<file path="src/rtl/pattern_scan_ctrl_pkg.sv">
// -----------------------------------------------------------------------------
// pattern_scan_ctrl_pkg
// Shared definitions for the pattern scan controller and its sequence detector:
//   - DEFAULT_WIDTH            : default scanned word width
//   - DET_S0..DET_S3           : detector state encodings (Gray-like walk)
//   - CTRL_IDLE/SHIFT/DONE     : controller state encodings
//   - det_next_state()         : detector transition function
// -----------------------------------------------------------------------------
package pattern_scan_ctrl_pkg;

    localparam int DEFAULT_WIDTH = 8;

    // Detector states. S2 is 11 so each step of the 0-driven walk
    // S0->S1->S2->S3->S0 flips exactly one state bit.
    localparam logic [1:0] DET_S0 = 2'b00;
    localparam logic [1:0] DET_S1 = 2'b01;
    localparam logic [1:0] DET_S2 = 2'b11;
    localparam logic [1:0] DET_S3 = 2'b10;

    // Controller states.
    localparam logic [1:0] CTRL_IDLE  = 2'b00;
    localparam logic [1:0] CTRL_SHIFT = 2'b01;
    localparam logic [1:0] CTRL_DONE  = 2'b10;

    // Detector transition for input bit a; any unknown code recovers to S0.
    function automatic logic [1:0] det_next_state(input logic [1:0] state,
                                                  input logic       a);
        logic [1:0] nxt;
        case (state)
            DET_S0:  nxt = a ? DET_S0 : DET_S1;
            DET_S1:  nxt = a ? DET_S1 : DET_S2;
            DET_S2:  nxt = a ? DET_S0 : DET_S3;
            DET_S3:  nxt = a ? DET_S2 : DET_S0;
            default: nxt = DET_S0;
        endcase
        return nxt;
    endfunction

endpackage

</file>
<file path="src/rtl/pattern_scan_ctrl_seq_detect_core.sv">
// -----------------------------------------------------------------------------
// seq_detect_core
// 4-state Mealy sequence detector, enable-gated, with synchronous clear.
// Ports:
//   clock  : rising-edge clock
//   reset  : synchronous active-high reset (state -> S0)
//   clear  : synchronous clear to S0, takes priority over enable
//   enable : advance the state machine this cycle
//   a      : serial input bit
//   y      : combinational hit, a & (state == S1)
// -----------------------------------------------------------------------------
module seq_detect_core
    import pattern_scan_ctrl_pkg::*;
(
    input  logic clock,
    input  logic reset,
    input  logic clear,
    input  logic enable,
    input  logic a,
    output logic y
);

    logic [1:0] state_r;

    // Detector state register: reset, then clear, then enabled advance.
    always_ff @(posedge clock) begin
        if (reset) begin
            state_r <= DET_S0;
        end else if (clear) begin
            state_r <= DET_S0;
        end else if (enable) begin
            state_r <= det_next_state(state_r, a);
        end else begin
            state_r <= state_r;
        end
    end

    // Mealy hit output; the controller only counts it while enabled.
    always_comb begin
        y = 1'b0;
        if (a && (state_r == DET_S1)) begin
            y = 1'b1;
        end else begin
            y = 1'b0;
        end
    end

endmodule

</file>
<file path="src/rtl/pattern_scan_ctrl.sv">
// -----------------------------------------------------------------------------
// pattern_scan_ctrl
// Accepts a WIDTH-bit word, clears the shared detector, feeds the word MSB
// first one bit per cycle and returns the number of detector hits.
// Ports:
//   clock, reset          : clock and synchronous active-high reset
//   in_valid/in_ready     : word handshake (ready only in IDLE)
//   in_data               : word, bit WIDTH-1 scanned first
//   out_valid/out_ready   : result handshake, result held until accepted
//   out_count, out_any    : hit count and (hit count != 0)
//   out_first             : scan index of first hit (only with macro
//                           PATTERN_SCAN_FIRST_HIT_EN defined)
//   busy                  : high in SHIFT and DONE
// -----------------------------------------------------------------------------
module pattern_scan_ctrl
    import pattern_scan_ctrl_pkg::*;
#(
    parameter int WIDTH = DEFAULT_WIDTH,
    parameter int CNT_W = $clog2(WIDTH + 1)
)
(
    input  logic                       clock,
    input  logic                       reset,
    input  logic                       in_valid,
    output logic                       in_ready,
    input  logic [WIDTH-1:0]           in_data,
    output logic                       out_valid,
    input  logic                       out_ready,
    output logic [CNT_W-1:0]           out_count,
    output logic                       out_any,
`ifdef PATTERN_SCAN_FIRST_HIT_EN
    output logic [$clog2(WIDTH)-1:0]   out_first,
`endif
    output logic                       busy
);

    localparam int IDX_W = $clog2(WIDTH);

    logic [1:0]       state_r;
    logic [1:0]       state_nxt_s;
    logic [WIDTH-1:0] shreg_r;
    logic [IDX_W-1:0] idx_r;
    logic [CNT_W-1:0] cnt_r;
    logic             any_r;
    logic             in_ready_r;
    logic             out_valid_r;
    logic             busy_r;

    logic             accept_s;
    logic             shift_s;
    logic             last_s;
    logic             det_y_s;
    logic             hit_s;

    seq_detect_core u_det (
        .clock  (clock),
        .reset  (reset),
        .clear  (accept_s),
        .enable (shift_s),
        .a      (shreg_r[WIDTH-1]),
        .y      (det_y_s)
    );

    // Handshake / scan qualifiers derived from the current state.
    always_comb begin
        accept_s = (state_r == CTRL_IDLE) && in_valid;
        shift_s  = (state_r == CTRL_SHIFT);
        last_s   = shift_s && (idx_r == IDX_W'(WIDTH - 1));
        hit_s    = shift_s && det_y_s;
    end

    // Controller next-state logic.
    always_comb begin
        state_nxt_s = state_r;
        case (state_r)
            CTRL_IDLE: begin
                if (in_valid) begin
                    state_nxt_s = CTRL_SHIFT;
                end else begin
                    state_nxt_s = CTRL_IDLE;
                end
            end
            CTRL_SHIFT: begin
                if (last_s) begin
                    state_nxt_s = CTRL_DONE;
                end else begin
                    state_nxt_s = CTRL_SHIFT;
                end
            end
            CTRL_DONE: begin
                if (out_ready) begin
                    state_nxt_s = CTRL_IDLE;
                end else begin
                    state_nxt_s = CTRL_DONE;
                end
            end
            default: state_nxt_s = CTRL_IDLE;
        endcase
    end

    // State, registered handshake flags, shift register, index and hit count.
    always_ff @(posedge clock) begin
        if (reset) begin
            state_r     <= CTRL_IDLE;
            in_ready_r  <= 1'b1;
            out_valid_r <= 1'b0;
            busy_r      <= 1'b0;
            shreg_r     <= '0;
            idx_r       <= '0;
            cnt_r       <= '0;
            any_r       <= 1'b0;
        end else begin
            state_r     <= state_nxt_s;
            // Flags are registered from the next state so they line up with it.
            in_ready_r  <= (state_nxt_s == CTRL_IDLE);
            out_valid_r <= (state_nxt_s == CTRL_DONE);
            busy_r      <= (state_nxt_s != CTRL_IDLE);
            if (accept_s) begin
                shreg_r <= in_data;
                idx_r   <= '0;
                cnt_r   <= '0;
                any_r   <= 1'b0;
            end else if (shift_s) begin
                shreg_r <= {shreg_r[WIDTH-2:0], 1'b0};
                idx_r   <= idx_r + IDX_W'(1);
                if (hit_s) begin
                    cnt_r <= cnt_r + CNT_W'(1);
                    any_r <= 1'b1;
                end else begin
                    cnt_r <= cnt_r;
                    any_r <= any_r;
                end
            end else begin
                shreg_r <= shreg_r;
                idx_r   <= idx_r;
                cnt_r   <= cnt_r;
                any_r   <= any_r;
            end
        end
    end

`ifdef PATTERN_SCAN_FIRST_HIT_EN
    logic [IDX_W-1:0] first_r;

    // Latch the scan index of the first hit; any_r still low means none yet.
    always_ff @(posedge clock) begin
        if (reset) begin
            first_r <= '0;
        end else if (accept_s) begin
            first_r <= '0;
        end else if (hit_s && !any_r) begin
            first_r <= idx_r;
        end else begin
            first_r <= first_r;
        end
    end

    // First-hit output driver.
    always_comb begin
        out_first = first_r;
    end
`endif

    // Output drivers; all come straight from registers.
    always_comb begin
        in_ready  = in_ready_r;
        out_valid = out_valid_r;
        busy      = busy_r;
        out_count = cnt_r;
        out_any   = any_r;
    end

endmodule

</file>
<file path="config.mk">
export PLATFORM = sky130hd
export DESIGN_NAME = pattern_scan_ctrl
export DESIGN_NICKNAME = d
export VERILOG_FILES = /design/src/rtl/pattern_scan_ctrl_pkg.sv /design/src/rtl/pattern_scan_ctrl_seq_detect_core.sv /design/src/rtl/pattern_scan_ctrl.sv
export SDC_FILE = /design/constraint.sdc
export NUM_CORES = 1
export LEC_CHECK = 0
export BUFFER_PORTS_ARGS = -buffer_cell sky130_fd_sc_hd__buf_2
export CAP_MARGIN = 20
export CELL_PAD_IN_SITES_DETAIL_PLACEMENT = 1
export CELL_PAD_IN_SITES_GLOBAL_PLACEMENT = 1
export CORE_UTILIZATION = 39
export DETAILED_ROUTE_END_ITERATION = 6
export HOLD_SLACK_MARGIN = 0.12
export MAX_ROUTING_LAYER = met4
export PLACE_DENSITY_LB_ADDON = 0.1
export SLEW_MARGIN = 20
export SYNTH_ARGS = -nofsm -noshare
export SYNTH_HDL_FRONTEND = slang
export SYNTH_SLANG_ARGS = --single-unit
</file>
<file path="constraint.sdc">
create_clock -name clock -period 1.7 [get_ports clock]
set_clock_uncertainty 0.2 [all_clocks]
set_input_delay 0.34 -clock clock [delete_from_list [all_inputs] [get_ports clock]]
set_output_delay 0.34 -clock clock [all_outputs]
set_load 0.03 [all_outputs]
</file>
==> flow_metrics.py <==
metrics = {
    "run_status": {
        "status": "completed",
    },
    "flow_run": {
        "drv_cap": 0,
    },
    "worst_setup_path": {
        "rr_worst_depth": 3,
        "cp_cell_sequence": "dlygate4sd3_1, buf_2, or3b_1, a21oi_1, inv_2",
        "max_stage_delay_ps": 540,
        "cp_max_fo": 3,
        "crit_required_ps": 1730,
        "worst_setup_path_start_kind": "input pin",
        "end_kind": "flop",
        "slowest_stage": "dlygate4sd3_1",
        "startpoint": "out_ready",
        "r2r_start": "state_r[1]$_SDFF_PP0_",
        "reg2reg_to": "out_count[3]$_SDFFE_PP0P_",
        "worstSetupEndpoint": "in_ready$_SDFF_PP1_",
        "crit_type": "input pin to flop",
        "worstPathArrival_ps": 1670,
        "rrSetupSlack_ps": 130,
    },
    "global_route": {
        "grt_util_met1_pct": 24.4,
        "track_usage_pct": 18.2,
        "antenna_found_initial": 0,
        "grt-busiest-layer": "met2",
        "use_met2_pct": 26.6,
        "grt_max_degree": 15,
        "grt_util_met3_pct": 2.59,
        "grt_pass1_wl_um": 3530,
        "grt_pass1_vias": 770,
        "overflow": 0,
    },
    "clocking": {
        "postCtsSetupRepairBufs": 0,
        "insertion_delay_ps": 320,
        "cts_tree": "done",
        "htree_levels": 1,
        "clock-sinks": 23,
        "clock_path_buffers": 2,
        "clock-root-buffer": "clkbuf_4",
        "numCtsBuffers": 3,
        "clk_pin_slew_ps": 130,
    },
    "final_layout": {
        "layout_common_cells": "22 x dfxtp_1, 19 x buf_2, 14 x a21oi_1, 11 x nor2_1",
        "nNetsFinal": 149,
        "drive_gt1_share_pct": 25.6,
        "fillers": 314,
        "mostFrequentLayoutCell": "dfxtp_1",
        "utilization_pct": 48.8,
        "area_growth_pct": 18.6,
        "seq_area_um2": 462,
        "multi_input_area_um2": 514,
        "diodes": 0,
    },
    "die": {
        "placementRows": 18,
        "dieHeight_um": 52.9,
        "core_area_um2": 2450,
        "initial_utilization_pct": 41.1,
        "die_x_um": 52.9,
        "die_area_um2": 2800,
        "boundaryPins": 20,
    },
    "detailed_routing": {
        "routed_wl_um": 2220,
        "viasPerCell": 5.36,
        "drt_iter0_drc": 12,
        "wl_per_cell_um": 13.6,
        "route.detailed.drc": 0,
        "ant_nets": 0,
        "vias": 873,
        "drt_pass1_iterations": 4,
    },
    "synthesis": {
        "synth_area_per_cell_um2": 9.26,
        "synth_area_leader_cell": "dfxtp_1",
        "synth-seq-cells": 23,
        "synthesis.nets": 124,
        "synth_area_leaders": "dfxtp_1 46%, a21oi_1 6.9%, nor2_1 4.1%",
        "yosys_warnings": 0,
        "syn-cell-area_um2": 1010,
        "synthDistinctLibCells": 34,
        "seq_area_frac_synth_pct": 45.6,
        "synth-main-ff-cell": "dfxtp_1",
        "synth-edff-count": 0,
        "synthCells": 109,
        "synthArstFlopShare_pct": 0,
        "netlist.area_leader.share_pct": 45.6,
    },
    "place": {
        "io_buffers": 19,
        "place_congestion": 0.741,
        "place_hpwl_um": 1660,
    },
    "timing": {
        "fin_crit_ps": 1640,
        "report.final.slew_viol_count": 0,
        "relSlewSlack_pct": 76.4,
        "max_freq_ghz": 0.610,
        "hold_viol": 0,
        "timing.hold.ws_ps": 155,
        "tns_ps": 0,
        "fin_crit_sh_pct": 96.5,
        "rsz0062_at_grt": "false",
        "worst_slew_pin_slew_ps": 354,
        "setup_viol": 0,
    },
    "pwr": {
        "ir_drop_uv": 446,
        "power.leakage_nw": 0.488,
        "powerDensity_nw_per_um2": 821,
    },
    "hold_path": {
        "holdCritPathClass": "input pin to flop",
    },
}
-- per-stage QoR --
stage                     setup slack, ps  area, um2  instances  total power [mW]
after floorplan                       240       1010        109             0.683
after global placement                154       1150        157             0.726
after detailed placement              145       1150        157             0.730
after CTS                            64.8       1200        163              1.00
after global routing                 8.64       1200        163              1.04
final                                59.7       1200        163             0.983
-- cell usage after synthesis, types with 2 or more instances --
master / instances
or3_1: 2
dfxtp_1: 23
a211oi_1: 5
nand2b_1: 5
nand2_1: 5
nand3_1: 3
buf_2: 4
o21ai_0: 3
a21oi_1: 14
mux2i_1: 4
ha_1: 3
nor2_1: 11
nor3_1: 3
or3b_1: 4
-- per-layer routing --
metal / routed length (um) / vias to the layer above
met2: 1020 / 14
met1: 1100 / 412
li1: - / 442
met4: 50 / 0
met3: 47 / 5
met5: 0 / -
-- sequential cells by signal (all words and copies together), names as in the netlist --
name and count:
busy 1, out_count 4, u_det.state_r 2, shreg_r 8, state_r 2, in_ready 1
out_valid 1, idx_r 3, out_any 1
-- worst max-delay path: cells and delay by family --
kind / cells / cell delay [ps]
buffers and inverters: 3 / 710
and+or+nand+nor: 1 / 380
AOI/OAI and AO/OA: 1 / 250
-- where the power goes --
| group | total, mW | internal [mW] | switching, mW |
|---|---|---|---|
| registers | 0.585 | 0.566 | 0.0196 |
| logic | 0.135 | 0.0623 | 0.0725 |
| clock network | 0.263 | 0.0881 | 0.175 |
-- cell families after synthesis --
kind of cell | share of synthesized area [%]
multiplexers | 3.97
flip-flops | 45.6
adder cells (fa/ha/maj) | 3.72
AND/OR/NAND/NOR | 24.3
XOR/XNOR | 0.868
AO/OA/AOI/OAI | 18.1
buffers and inverters | 3.47
-- cell type report --
type                            count  share of cell area [%]
Multi-Input combinational cell     78                    42.9
Tap cell                           30                    3.13
Clock inverter                      1                   0.418
Inverter                            3                   0.940
Timing Repair Buffer               25                    12.1
Clock buffer                        3                    1.88
Sequential cell                    23                    38.6
-- how the worst min path moves through the flow --
stage / slack, ps / start / cells after the start / to
2_1_floorplan: 220 / reset / 1 / state_r[0]$_SDFF_PP0_
6_report: 150 / in_data[5] / 3 / shreg_r[5]$_SDFFE_PP0P_
3_5_place_dp: 260 / out_any$_SDFFE_PP0P_ / 2 / out_any$_SDFFE_PP0P_
5_1_grt: 160 / in_data[4] / 3 / shreg_r[4]$_SDFFE_PP0P_
3_3_place_gp: 250 / idx_r[1]$_SDFFE_PP0P_ / 2 / idx_r[1]$_SDFFE_PP0P_
4_1_cts: 140 / in_data[5] / 3 / shreg_r[5]$_SDFFE_PP0P_
-- repair_timing --
| item | CTS | global route |
|---|---|---|
| hold endpoints to repair | 2 | 0 |
| setup endpoints to repair | 0 | 1 |
| hold buffers | 2 | 0 |
| gates resized for setup | 0 | 1 |
(Power assumes the default switching activity.)
